==> config.mk <==
export PLATFORM = sky130hd
export DESIGN_NAME = life_sweep
export DESIGN_NICKNAME = d
export VERILOG_FILES = /design/src/rtl/life_pkg.sv /design/src/rtl/life_rule.sv /design/src/rtl/life_sweep.sv
export SDC_FILE = /design/constraint.sdc
export NUM_CORES = 1
export LEC_CHECK = 0
export BUFFER_PORTS_ARGS = -buffer_cell sky130_fd_sc_hd__buf_4
export CORE_UTILIZATION = 50
export CTS_CLUSTER_DIAMETER = 120
export DETAILED_ROUTE_END_ITERATION = 16
export GPL_TIMING_DRIVEN = 0
export PLACE_DENSITY = 0.7
export SLEW_MARGIN = 20
export SYNTH_ARGS = -nofsm -noshare
export SYNTH_HDL_FRONTEND = slang
export SYNTH_HIERARCHICAL = 1
export SYNTH_SLANG_ARGS = --single-unit
==> constraint.sdc <==
create_clock -name clk -period 6.3 [get_ports clk]
set_input_delay 0.945 -clock clk [delete_from_list [all_inputs] [get_ports clk]]
set_output_delay 0.945 -clock clk [all_outputs]
set_load 0.005 [all_outputs]
==> src/rtl/life_pkg.sv <==
// life_pkg: shared FSM states, neighbour slot order and default B3/S23 masks for life_sweep.
package life_pkg;
  typedef enum logic [2:0] {IDLE, READ, DRAIN, WRITE, DONE} state_t;
  localparam logic [8:0] B3 = 9'b000001000;
  localparam logic [8:0] S23 = 9'b000001100;
  localparam logic [3:0] LAST_SLOT = 4'd8;
  // Slots 8..0 = NE,N,NW,W,SW,S,SE,E,centre; 2'b01 = +1, 2'b11 = -1, 2'b00 = 0
  localparam logic [17:0] SLOT_DR = {2'b11, 2'b11, 2'b11, 2'b00, 2'b01, 2'b01, 2'b01, 2'b00, 2'b00};
  localparam logic [17:0] SLOT_DC = {2'b01, 2'b00, 2'b11, 2'b11, 2'b11, 2'b00, 2'b01, 2'b01, 2'b00};
  function automatic logic [1:0] slot_dr(input logic [3:0] k);
    return SLOT_DR[{k, 1'b0} +: 2];
  endfunction
  function automatic logic [1:0] slot_dc(input logic [3:0] k);
    return SLOT_DC[{k, 1'b0} +: 2];
  endfunction
endpackage

==> src/rtl/life_rule.sv <==
// life_rule: counts live neighbours and looks up the birth/survive masks.
module life_rule import life_pkg::*; #(
  parameter logic [8:0] BIRTH_MASK = B3,
  parameter logic [8:0] SURVIVE_MASK = S23
) (
  input  logic       i_centre,
  input  logic [7:0] i_nbrs,
  output logic       o_next
);
  logic [3:0] w_n;
  always_comb begin
    w_n = '0;
    for (int i = 0; i < 8; i++) w_n = w_n + 4'(i_nbrs[i]);
    o_next = i_centre ? SURVIVE_MASK[w_n] : BIRTH_MASK[w_n];
  end
endmodule

==> src/rtl/life_sweep.sv <==
// life_sweep: sweeps a ROWS x COLS grid one cell at a time, 11 cycles per cell.
// Define LIFE_TORUS_EN for toroidal wrap; otherwise off-grid neighbours are dead and not read.
module life_sweep import life_pkg::*; #(
  parameter int ROWS = 5,
  parameter int COLS = 5,
  parameter int WIDTH = 12,
  parameter logic [8:0] BIRTH_MASK = B3,
  parameter logic [8:0] SURVIVE_MASK = S23
) (
  input  logic               clk,
  input  logic               rst,
  input  logic               start,
  output logic               busy,
  output logic               done,
  output logic               rden,
  output logic [2*WIDTH-1:0] read_pos,
  input  logic               prev_status,
  output logic               wden,
  output logic [2*WIDTH-1:0] write_pos,
  output logic               live,
  output logic [15:0]        gen_count
);
  localparam int AW = 2 * WIDTH;
  localparam logic [WIDTH-1:0] LR = WIDTH'(ROWS - 1);
  localparam logic [WIDTH-1:0] LC = WIDTH'(COLS - 1);
  state_t r_state, w_next;
  logic [WIDTH-1:0] r_row, r_col, w_nr, w_nc;
  logic [AW-1:0] r_cell;
  logic [3:0] r_slot, r_cap_k;
  logic r_cap_en, r_cap_rd, r_centre, w_rule, w_last;
  logic [7:0] r_nbrs;
  logic [15:0] r_gen;
  logic [1:0] w_dr, w_dc;

  assign w_dr = slot_dr(r_slot);
  assign w_dc = slot_dc(r_slot);
  assign w_nr = w_dr == 2'b01 ? (r_row == LR ? '0 : r_row + WIDTH'(1))
              : w_dr == 2'b11 ? (r_row == '0 ? LR : r_row - WIDTH'(1)) : r_row;
  assign w_nc = w_dc == 2'b01 ? (r_col == LC ? '0 : r_col + WIDTH'(1))
              : w_dc == 2'b11 ? (r_col == '0 ? LC : r_col - WIDTH'(1)) : r_col;
  assign w_last = r_row == LR && r_col == LC;

`ifdef LIFE_TORUS_EN
  assign rden = r_state == READ;
`else
  logic w_off;
  assign w_off = (w_dr == 2'b01 && r_row == LR) || (w_dr == 2'b11 && r_row == '0) ||
                 (w_dc == 2'b01 && r_col == LC) || (w_dc == 2'b11 && r_col == '0);
  assign rden = r_state == READ && !w_off;
`endif

  assign read_pos = rden ? AW'(w_nr) * AW'(COLS) + AW'(w_nc) : '0;
  assign busy = r_state != IDLE;
  assign done = r_state == DONE;
  assign wden = r_state == WRITE;
  assign write_pos = wden ? r_cell : '0;
  assign live = wden & w_rule;
  assign gen_count = r_gen;

  life_rule #(.BIRTH_MASK(BIRTH_MASK), .SURVIVE_MASK(SURVIVE_MASK)) u_rule (
    .i_centre(r_centre), .i_nbrs(r_nbrs), .o_next(w_rule)
  );

  always_comb begin
    w_next = r_state == IDLE  ? (start ? READ : IDLE)
           : r_state == READ  ? (r_slot == LAST_SLOT ? DRAIN : READ)
           : r_state == DRAIN ? WRITE
           : r_state == WRITE ? (w_last ? DONE : READ) : IDLE;
  end

  always_ff @(posedge clk) begin
    if (rst) begin
      r_state <= IDLE;
      r_gen <= '0;
      r_cap_en <= 1'b0;
      r_cap_rd <= 1'b0;
      r_cap_k <= '0;
      r_slot <= '0;
      r_row <= '0;
      r_col <= '0;
      r_cell <= '0;
    end else begin
      r_state <= w_next;
      r_cap_en <= r_state == READ;
      r_cap_k <= r_slot;
      r_cap_rd <= rden;
      // Data for a slot arrives the cycle after its read; unread slots count as dead
      if (r_cap_en && r_cap_k == '0) r_centre <= r_cap_rd & prev_status;
      if (r_cap_en && r_cap_k != '0) r_nbrs[3'(r_cap_k - 4'd1)] <= r_cap_rd & prev_status;
      r_slot <= (r_state == READ && r_slot != LAST_SLOT) ? r_slot + 4'd1 : '0;
      if (r_state == IDLE) begin
        r_row <= '0;
        r_col <= '0;
        r_cell <= '0;
      end
      if (r_state == WRITE) begin
        r_col <= r_col == LC ? '0 : r_col + WIDTH'(1);
        r_row <= r_col == LC ? r_row + WIDTH'(1) : r_row;
        r_cell <= r_cell + AW'(1);
      end
      if (r_state == DONE) r_gen <= r_gen + 16'd1;
    end
  end
endmodule

## Word-level counts from Yosys, hierarchy flattened

Memory sizes are Yosys's and may differ from the RTL's.
Cells that the tools add are included.

- Flip-flop bits (word level): 86
- Latch bits: 0
- Memory bits (writable): 0
- ROM bits: 32
- Input port bits: 4
- Output and inout bits: 69
- Memories: 2

- $add $sub $neg: 16
- Multipliers: 1
- Div/mod/pow operators: 0
- Order comparisons: 3
- Eq/ne operators: 13
- Shift operators: 2
- Muxes and demuxes: 29
- Bitwise operators: 4
- Reductions and logical operators: 25

Memory list:

| name | words | width | rd ports | clocked after memory_dff | write ports | RTL line | source |
|---|---|---|---|---|---|---|---|
| (name not given) | 16 | 1 | 1 | 0 | 0 | life_rule.sv:14 | `o_next = i_centre ? SURVIVE_MASK[w_n] : BIRTH_MASK[w_n];` |
| (name not given) | 16 | 1 | 1 | 0 | 0 | life_rule.sv:14 |  |

Operators with widths:

| cell | count |
|---|---|
| $mux W12 | 12 |
| $mux W24 | 3 |
| $shiftx A18 B6 Y2 const A | 2 |
| $add A12 B1 Y12 const B | 2 |
| $add A24 B1 Y24 const B | 1 |
| $add A4 B1 Y4 | 6 |
| $eq A12 B3 Y1 const B | 2 |
| $logic_not A12 Y1 | 2 |
| $sub A12 B1 Y12 const B | 2 |
| $add A15 B12 Y16 | 1 |
| $add A16 B1 Y16 const B | 1 |
| $mux W16 | 1 |
| $mul A12 B3 Y15 const B | 1 |
| $mux W3 | 5 |
| $logic_and A1 B1 Y1 | 10 |
| $bwmux W8 | 1 |
| $eq A3 B2 Y1 const B | 2 |
| $reduce_and A2 Y1 | 3 |
| $lt A4 B5 Y1 const B | 1 |
| $mux W1 | 5 |
| $add A4 B1 Y4 const B | 1 |
| $eq A2 B1 Y1 const B | 2 |
| $eq A2 B2 Y1 const B | 2 |
| $eq A4 B4 Y1 const B | 1 |
| other kinds (20) | 24 |

## Logic depth before layout (Yosys ltp)

Gate-level depths: netlist of run 1.

- Depth after elaboration: 11
- Mapped depth: 21
- Mapped depth without buffers: 19

## Hierarchy

The synthesis of run 1 kept the hierarchy.

By module, submodules not included:

| module | times used | cells an instance | area an instance (um2) | seq. area each (um2) |
|---|---|---|---|---|
| life_sweep | 1 | 838 | 6502.5 | 1811.7 |
| life_rule | 1 | 20 | 188.9 | 0.0 |

## Least setup slack after synthesis of run 1

Ideal clock, no wire load.

- Path type: reg2out
- From: reg r_slot[1]
- To: out read_pos[12]
- Arrival time: 4.278 ns
- Data required time: 5.355 ns
- Setup slack: 1.077 ns
- Stages on the path, launching flop included: 19
- Buffers on the path: 1
- Cells stage by stage: dfxtp_1 > inv_1 > ha_1 > or3b_2 > a21oi_2 > a31oi_1 > a221oi_2 > a21oi_1 > ha_1 > inv_1 > fa_1 > inv_1 > ha_1 > clkbuf_1 > a21o_1 > a31o_2 > a21o_1 > a41oi_1 > nor3b_1

- Cells in the longest elaborated chain, start to end: 9
- Elaborated cells between the ends (all ways): 22
- Those cells by class: add/sub: 1; mul: 1; eq/ne: 4; shift: 2; mux: 5; reduce/logical: 9

RTL lines:

| element | RTL line | source |
|---|---|---|
| start, declared | life_sweep.sv:29 | `logic [3:0] r_slot, r_cap_k;` |
| start signal, assigned | life_sweep.sv:90 | `r_slot <= (r_state == READ && r_slot != LAST_SLOT) ? r_slot + 4'd1 : '0;` |
| parallel branches: the longest is 8 deep, another holds $add A15 B12 Y16 | - |  |
| $mux W16 * | life_sweep.sv:52 | `assign read_pos = rden ? AW'(w_nr) * AW'(COLS) + AW'(w_nc) : '0;` |
| end, declared | life_sweep.sv:16 | `output logic [2*WIDTH-1:0] read_pos,` |

Mark *: on every way between the ends.

## Worst setup path in the final report of run 1

Same ends and word-level chain as after synthesis.

==> results of run 1 <==
## flip-flops by register name, summed over array words and instances (netlist names)
| name | flops |
|---|---|
| r_nbrs | 8 |
| r_centre | 1 |
| r_row | 12 |
| r_state | 3 |
| r_col | 12 |
| r_cell | 24 |
| r_slot | 4 |
| r_cap_rd | 1 |
| r_cap_k | 4 |
| gen_count | 16 |
| r_cap_en | 1 |
## power groups by stage
stage                     combinational, µW  sequential (µW)  clock, µW
final                                  63.5              556        538
after global routing                   70.1              556        567
after CTS                              62.3              555        548
after detailed placement               61.9              568          0
after global placement                 61.5              568          0
after floorplan                        42.7              567          0
## worst max-delay path, stage by stage (launching register included)
cell and delay (ps):
sky130_fd_sc_hd__dfxtp_2 400, sky130_fd_sc_hd__inv_1 100, sky130_fd_sc_hd__ha_1 240, sky130_fd_sc_hd__or3b_2 530
sky130_fd_sc_hd__a21oi_4 240, sky130_fd_sc_hd__and2_4 220, sky130_fd_sc_hd__buf_6 140, sky130_fd_sc_hd__a21oi_1 70
sky130_fd_sc_hd__a22oi_1 290, sky130_fd_sc_hd__ha_1 200, sky130_fd_sc_hd__inv_1 50, sky130_fd_sc_hd__fa_1 500
sky130_fd_sc_hd__inv_1 50, sky130_fd_sc_hd__ha_1 360, sky130_fd_sc_hd__a21o_1 200, sky130_fd_sc_hd__a21oi_1 130
sky130_fd_sc_hd__o21ai_0 200, sky130_fd_sc_hd__a21o_1 250, sky130_fd_sc_hd__a41oi_1 270, sky130_fd_sc_hd__nor3b_2 200
sky130_fd_sc_hd__buf_4 130
## placed cells by master, fill, tap and decap left out, drive strengths merged, types with 11 or more instances in the layout
cell,instances
a21oi,50
a22oi,13
and2,28
and3,22
buf,90
clkbuf,39
dfxtp,77
fa,14
ha,43
inv,65
nand2,55
nand3,48
nand4,11
nor2,108
nor3,32
o21ai,41
or3,18
xnor2,18
xor2,15
## layout make-up
type,count,area [µm²]
plain buffers,52,267
well taps,172,215
flip-flops and latches,86,1810
inverters,65,244
repair buffers,65,488
clock inverters,3,22.5
clock buffers,12,278
fillers,1215,5050
multi-input cells,663,4450
## worst paths after layout
check,startpoint,to,slack (ps),cells after the start
max,r_slot[1],read_pos[12],280,20
min,r_cell[23],r_cell[23],470,1
max reg2reg,r_slot[0],r_cap_rd,3640,10
min reg2reg,r_cell[23],r_cell[23],470,1
## routing by layer
metal,vias up,routed length [µm],GRT usage
li1,3176,-,-
met1,2860,7890,0.334
met2,184,7170,0.374
met3,23,920,0.0455
met4,0,270,0.0689
met5,-,0,0
## stage by stage
step           utilization  power, µW  cell area [µm²]  TNS (ps)
6_report             0.606       1160             7780         0
5_1_grt              0.606       1190             7780     -5.97
4_1_cts              0.601       1170             7710         0
3_5_place_dp         0.577        630             7400         0
3_3_place_gp         0.577        629             7400         0
2_1_floorplan            -        610             6720         0
## timing repair
item / CTS / global route
setup endpoints to repair: 1 / 8
setup buffers: 0 / 3
hold buffers: 0 / 0
resized for setup: 1 / 10
pin swaps: 0 / 3
## kinds of logic after synthesis
kind of cell,synth area share
and+or+nand+nor,0.303
AOI/OAI and AO/OA,0.170
buffers and inverters,0.0763
DFF,0.271
adders and majority gates,0.122
xor gates and xnor gates,0.0432
muxes,0.0146
other,0.000560
==> flow_results.xml, run 1 <==
<?xml version="1.0" encoding="UTF-8"?>
<metrics>
  <group name="run_status">
    <metric name="status" unit="">complete, no violations</metric>
  </group>
  <group name="synth">
    <metric name="synth_top_area_frac" unit="">0.230</metric>
    <metric name="synth-edff-count" unit="">9</metric>
    <metric name="synth-seq-area-share" unit="">0.271</metric>
    <metric name="synthCells" unit="">858</metric>
    <metric name="yosys.cell_types.count" unit="">78</metric>
    <metric name="syn_avg_cell_area" unit="µm²">7.80</metric>
    <metric name="yosys_most_used_dff" unit="">sky130_fd_sc_hd__dfxtp_1</metric>
    <metric name="synth_async_sr_flop_share" unit="">0</metric>
    <metric name="synth.area.top_cells" unit="">sky130_fd_sc_hd__dfxtp_1, sky130_fd_sc_hd__ha_1, sky130_fd_sc_hd__nor2_1</metric>
    <metric name="synthesis.area" unit="µm²">6690</metric>
    <metric name="synth_common_cells" unit="">sky130_fd_sc_hd__nor2_1, sky130_fd_sc_hd__dfxtp_1, sky130_fd_sc_hd__inv_1, sky130_fd_sc_hd__nand2_1, sky130_fd_sc_hd__a21oi_1</metric>
    <metric name="synthDominantAreaCellType" unit="">sky130_fd_sc_hd__dfxtp_1</metric>
    <metric name="yosys.cell_count.top_type" unit="">sky130_fd_sc_hd__nor2_1</metric>
    <metric name="ys_seq_elements" unit="">86</metric>
    <metric name="yosys_warnings" unit="">6</metric>
  </group>
  <group name="routing">
    <metric name="drt.antenna.violating_nets" unit="">0</metric>
    <metric name="via_per_inst" unit="">5.58</metric>
    <metric name="wire_per_inst" unit="µm">14.5</metric>
    <metric name="drtPass1Iterations" unit="">5</metric>
    <metric name="totalWireLength" unit="µm">16200</metric>
    <metric name="routed-via-count" unit="">6243</metric>
    <metric name="dr.first_iter.drc_count" unit="">509</metric>
    <metric name="remaining_drcs" unit="">0</metric>
  </group>
  <group name="cts">
    <metric name="maximum_level_of_the_cts_h_tree" unit="">3</metric>
    <metric name="clkTransAtPathRegs" unit="ps">70</metric>
    <metric name="number_of_buffers_created_by_cts" unit="">9</metric>
    <metric name="tritoncts" unit="">yes</metric>
    <metric name="cts_root_buffer" unit="">sky130_fd_sc_hd__clkbuf_16</metric>
    <metric name="cts.path.max_buffers" unit="">2</metric>
    <metric name="clock_sinks" unit="">86</metric>
    <metric name="clock_network_latency_to_the_later_pin_of_the_worst_skew_pair" unit="ps">350</metric>
  </group>
  <group name="global_route">
    <metric name="grt.overflow.total" unit="">0</metric>
    <metric name="grt_start_max_net_pins" unit="">15</metric>
    <metric name="grt_use_total" unit="">0.240</metric>
    <metric name="grt_pass1_wl" unit="µm">27100</metric>
    <metric name="grt_antenna_before_repair" unit="">0</metric>
    <metric name="first_global_vias" unit="">5501</metric>
  </group>
  <group name="min_path">
    <metric name="worst_hold_path_type" unit="">reg -&gt; reg</metric>
  </group>
  <group name="flow_run">
    <metric name="max-cap-violations" unit="">0</metric>
  </group>
  <group name="placement">
    <metric name="numPortBuffers" unit="">62</metric>
    <metric name="detailedPlacementHpwl" unit="µm">12200</metric>
    <metric name="placed_cell_count" unit="">1100</metric>
    <metric name="place_congestion" unit="">0.871</metric>
    <metric name="place_worst_setup_slack" unit="ps">306</metric>
  </group>
  <group name="timing">
    <metric name="setup-violations-final" unit="">0</metric>
    <metric name="max_slew_violations" unit="">0</metric>
    <metric name="post-route-period-util" unit="">0.956</metric>
    <metric name="final_hold_viol_count" unit="">0</metric>
    <metric name="relSlewSlack" unit="">0.454</metric>
    <metric name="period_minus_slack" unit="ps">6020</metric>
    <metric name="worst_slew_pin_slew" unit="ps">813</metric>
    <metric name="worst_slack" unit="ps">276</metric>
    <metric name="whs" unit="ps">471</metric>
    <metric name="max_freq" unit="GHz">0.166</metric>
    <metric name="finalClockSkew" unit="ps">9.29</metric>
  </group>
  <group name="die">
    <metric name="starting_density" unit="">0.522</metric>
    <metric name="die_area" unit="µm²">13800</metric>
    <metric name="die_w" unit="µm">118</metric>
    <metric name="chipHeight" unit="µm">118</metric>
    <metric name="row_count" unit="">41</metric>
    <metric name="core-area" unit="µm²">12800</metric>
    <metric name="io_pins" unit="">73</metric>
  </group>
  <group name="pwr">
    <metric name="ir_drop" unit="µV">139</metric>
    <metric name="power_per_cell_area" unit="nW/µm²">149</metric>
    <metric name="power_report.internal_total" unit="µW">887</metric>
    <metric name="clock_power_share" unit="">0.465</metric>
    <metric name="sw_frac_of_total" unit="">0.233</metric>
    <metric name="power.share.sequential" unit="">0.480</metric>
    <metric name="power_frac_comb" unit="">0.055</metric>
    <metric name="net-switching-power" unit="µW">270</metric>
    <metric name="power_leakage" unit="µW">0.00340</metric>
  </group>
  <group name="setup_path">
    <metric name="critical_path.max_fanout" unit="">10</metric>
    <metric name="worst-endpoint-arrival" unit="ps">5080</metric>
    <metric name="timing.setup.critical_path_class" unit="">reg -&gt; out</metric>
    <metric name="cp-start-kind" unit="">register</metric>
    <metric name="end_kind" unit="">output pin</metric>
    <metric name="critical_path_required" unit="ps">5350</metric>
  </group>
  <group name="final_layout">
    <metric name="layout.nets" unit="">1003</metric>
    <metric name="layoutNonFillerInstCount" unit="">1118</metric>
    <metric name="areaGrowthSynthToFinish" unit="%">16.2</metric>
    <metric name="antenna_cells_inserted" unit="">0</metric>
    <metric name="share_of_final_layout_standard_cells_stronger_than_drive_strength_1" unit="">0.158</metric>
  </group>
</metrics>
No activity file was read; power rests on OpenSTA's default activity.
==> run 2, diff against run 1 <==
--- a/config.mk
+++ b/config.mk
@@ -10,7 +10,7 @@
 export CTS_CLUSTER_DIAMETER = 120
 export DETAILED_ROUTE_END_ITERATION = 16
 export GPL_TIMING_DRIVEN = 0
-export PLACE_DENSITY = 0.7
+export PLACE_DENSITY = 0.72
 export SLEW_MARGIN = 20
 export SYNTH_ARGS = -nofsm -noshare
 export SYNTH_HDL_FRONTEND = slang
==> constraint.sdc (replaced) <==
create_clock -name clk -period 4.99 [get_ports clk]
set_input_delay 0.7485 -clock clk [delete_from_list [all_inputs] [get_ports clk]]
set_output_delay 0.7485 -clock clk [all_outputs]
set_load 0.005 [all_outputs]
==> run 2 against run 1 <==
Net effect:
- the run now ends with negative setup slack left
- final cell count grew 3.7%
- worst setup slack lost 620 ps
- clock-buffer cell count shrank 3
- sequential share of layout area shrank 2.0 points
- clock skew shrank 0.82 ps
- first-iteration DRC count shrank 5.5%
- critical endpoint is now read_pos[11]
- largest power group is now the clock network
==> flow_results.xml, run 2 (synthesized netlist as in run 1, its figures left out) <==
<?xml version="1.0" encoding="UTF-8"?>
<metrics>
  <group name="routing">
    <metric name="remaining_drcs" unit="">0</metric>
    <metric name="dr.first_iter.drc_count" unit="">481</metric>
    <metric name="drtPass1Iterations" unit="">5</metric>
    <metric name="via_per_inst" unit="">5.70</metric>
    <metric name="wire_per_inst" unit="µm">15.5</metric>
    <metric name="totalWireLength" unit="µm">18000</metric>
    <metric name="routed-via-count" unit="">6607</metric>
    <metric name="drt.antenna.violating_nets" unit="">0</metric>
  </group>
  <group name="die">
    <metric name="die_w" unit="µm">118</metric>
    <metric name="core-area" unit="µm²">12800</metric>
    <metric name="starting_density" unit="">0.522</metric>
    <metric name="chipHeight" unit="µm">118</metric>
    <metric name="die_area" unit="µm²">13800</metric>
    <metric name="io_pins" unit="">73</metric>
    <metric name="row_count" unit="">41</metric>
  </group>
  <group name="cts">
    <metric name="cts_root_buffer" unit="">sky130_fd_sc_hd__clkbuf_16</metric>
    <metric name="number_of_buffers_created_by_cts" unit="">9</metric>
    <metric name="clkTransAtPathRegs" unit="ps">60</metric>
    <metric name="tritoncts" unit="">yes</metric>
    <metric name="clock_sinks" unit="">86</metric>
    <metric name="cts_hold_buffers" unit="">0</metric>
    <metric name="maximum_level_of_the_cts_h_tree" unit="">3</metric>
    <metric name="clock_network_latency_to_the_later_pin_of_the_worst_skew_pair" unit="ps">350</metric>
    <metric name="cts.path.max_buffers" unit="">2</metric>
  </group>
  <group name="setup_path">
    <metric name="worst-endpoint-arrival" unit="ps">4580</metric>
    <metric name="critical_path_required" unit="ps">4240</metric>
    <metric name="cp-start-kind" unit="">register</metric>
    <metric name="critical_path.max_fanout" unit="">8</metric>
    <metric name="timing.setup.critical_path_class" unit="">reg -&gt; out</metric>
    <metric name="end_kind" unit="">output pin</metric>
  </group>
  <group name="timing">
    <metric name="relSlewSlack" unit="">0.409</metric>
    <metric name="worst_slack" unit="ps">-340</metric>
    <metric name="max_slew_violations" unit="">0</metric>
    <metric name="rsz0062_at_grt" unit="">yes</metric>
    <metric name="setup-violations-final" unit="">9</metric>
    <metric name="max_freq" unit="GHz">0.188</metric>
    <metric name="final_hold_viol_count" unit="">0</metric>
    <metric name="finalClockSkew" unit="ps">8.47</metric>
    <metric name="post-route-period-util" unit="">1.07</metric>
    <metric name="worst_slew_pin_slew" unit="ps">879</metric>
    <metric name="whs" unit="ps">486</metric>
    <metric name="period_minus_slack" unit="ps">5330</metric>
  </group>
  <group name="final_layout">
    <metric name="largest_register" unit="">r_cell</metric>
    <metric name="layout_common_cells" unit="">sky130_fd_sc_hd__buf_4, sky130_fd_sc_hd__nor2_1, sky130_fd_sc_hd__dfxtp_1</metric>
    <metric name="largest_register_ffs" unit="">24</metric>
    <metric name="layout.nets" unit="">1043</metric>
    <metric name="final_common_cell" unit="">sky130_fd_sc_hd__buf_4</metric>
    <metric name="antenna_cells_inserted" unit="">0</metric>
    <metric name="areaGrowthSynthToFinish" unit="%">28.9</metric>
    <metric name="share_of_final_layout_standard_cells_stronger_than_drive_strength_1" unit="">0.261</metric>
    <metric name="layoutNonFillerInstCount" unit="">1159</metric>
  </group>
  <group name="global_route">
    <metric name="grt_start_max_net_pins" unit="">17</metric>
    <metric name="first_global_vias" unit="">6238</metric>
    <metric name="grt_use_total" unit="">0.266</metric>
    <metric name="grt.overflow.total" unit="">0</metric>
    <metric name="grt_pass1_wl" unit="µm">30100</metric>
    <metric name="grt_antenna_before_repair" unit="">0</metric>
  </group>
  <group name="flow_run">
    <metric name="max-cap-violations" unit="">0</metric>
  </group>
  <group name="min_path">
    <metric name="worst_hold_path_type" unit="">reg -&gt; reg</metric>
  </group>
  <group name="run_status">
    <metric name="failed_checks" unit="">negative setup slack</metric>
    <metric name="status" unit="">finished with violations</metric>
  </group>
  <group name="placement">
    <metric name="numPortBuffers" unit="">62</metric>
    <metric name="placed_cell_count" unit="">1100</metric>
    <metric name="place_congestion" unit="">0.855</metric>
    <metric name="detailedPlacementHpwl" unit="µm">12200</metric>
  </group>
  <group name="pwr">
    <metric name="ir_drop" unit="µV">267</metric>
    <metric name="power_leakage" unit="µW">0.00364</metric>
    <metric name="power_per_cell_area" unit="nW/µm²">178</metric>
  </group>
</metrics>
run 2: where the power goes:
group	switching, µW	internal (µW)	leakage, µW
Clock	292	444	0.000157
Combinational	62.6	36.8	0.00277
Sequential	1.89	698	0.000715
run 2: critical path: stages (launching register included):
cell,delay [ps]
sky130_fd_sc_hd__dfxtp_4,380
sky130_fd_sc_hd__or4_4,550
sky130_fd_sc_hd__nor3_4,180
sky130_fd_sc_hd__nand2_2,90
sky130_fd_sc_hd__and2_4,190
sky130_fd_sc_hd__buf_8,130
sky130_fd_sc_hd__buf_4,120
sky130_fd_sc_hd__a22oi_2,150
sky130_fd_sc_hd__a22oi_2,130
sky130_fd_sc_hd__ha_1,310
sky130_fd_sc_hd__inv_1,50
sky130_fd_sc_hd__fa_1,520
sky130_fd_sc_hd__inv_2,50
sky130_fd_sc_hd__ha_4,160
sky130_fd_sc_hd__or3_1,370
sky130_fd_sc_hd__o211ai_1,200
sky130_fd_sc_hd__buf_4,170
sky130_fd_sc_hd__a21oi_2,60
sky130_fd_sc_hd__o21a_1,190
sky130_fd_sc_hd__nor3_2,100
sky130_fd_sc_hd__buf_4,130
run 2: per-stage QoR:
stage	area [µm²]	TNS [ps]	setup WS (ps)	util	power [µW]
after global placement	7420	-3200	-594	0.578	795
after floorplan	6740	0	4.25	-	771
after CTS	8500	-1060	-221	0.662	1550
final	8620	-1900	-340	0.672	1540
after global routing	8620	-3920	-540	0.672	1590
after detailed placement	7420	-3690	-649	0.578	796
run 2: final timing paths:
path / startpoint / end / slack [ps] / depth (start not counted)
max: r_row[8] / read_pos[11] / -340 / 20
min: r_slot[0] / r_slot[0] / 490 / 1
max reg2reg: r_cell[0] / r_cell[22] / 2470 / 7
min reg2reg: r_slot[0] / r_slot[0] / 490 / 1
run 2: what timing repair did:
action | in CTS | in global routing
cloned | 1 | 0
resized for setup | 95 | 15
pin swaps | 40 | 8
setup endpoints to repair | 12 | 10
buffers inserted | 40 | 7
run 2: routing by layer:
metal / global-route usage / share of wire / vias to the layer above / wire length [µm]
met4: 0.105 / 0.026 / 0 / 469
li1: - / - / 3262 / -
met2: 0.426 / 0.46 / 204 / 8340
met5: 0 / 0 / - / 0
met3: 0.0480 / 0.051 / 43 / 927
met1: 0.354 / 0.46 / 3098 / 8280
run 2: area by class of cell:
cell class / count / area (µm²)
Clock buffer: 9 / 225
Sequential cell: 86 / 1840
Multi-Input combinational cell: 663 / 4880
Timing Repair Buffer: 110 / 866
Tap cell: 172 / 215
Clock inverter: 7 / 103
Fill cell: 1075 / 4200
Buffer: 47 / 249
Inverter: 65 / 246
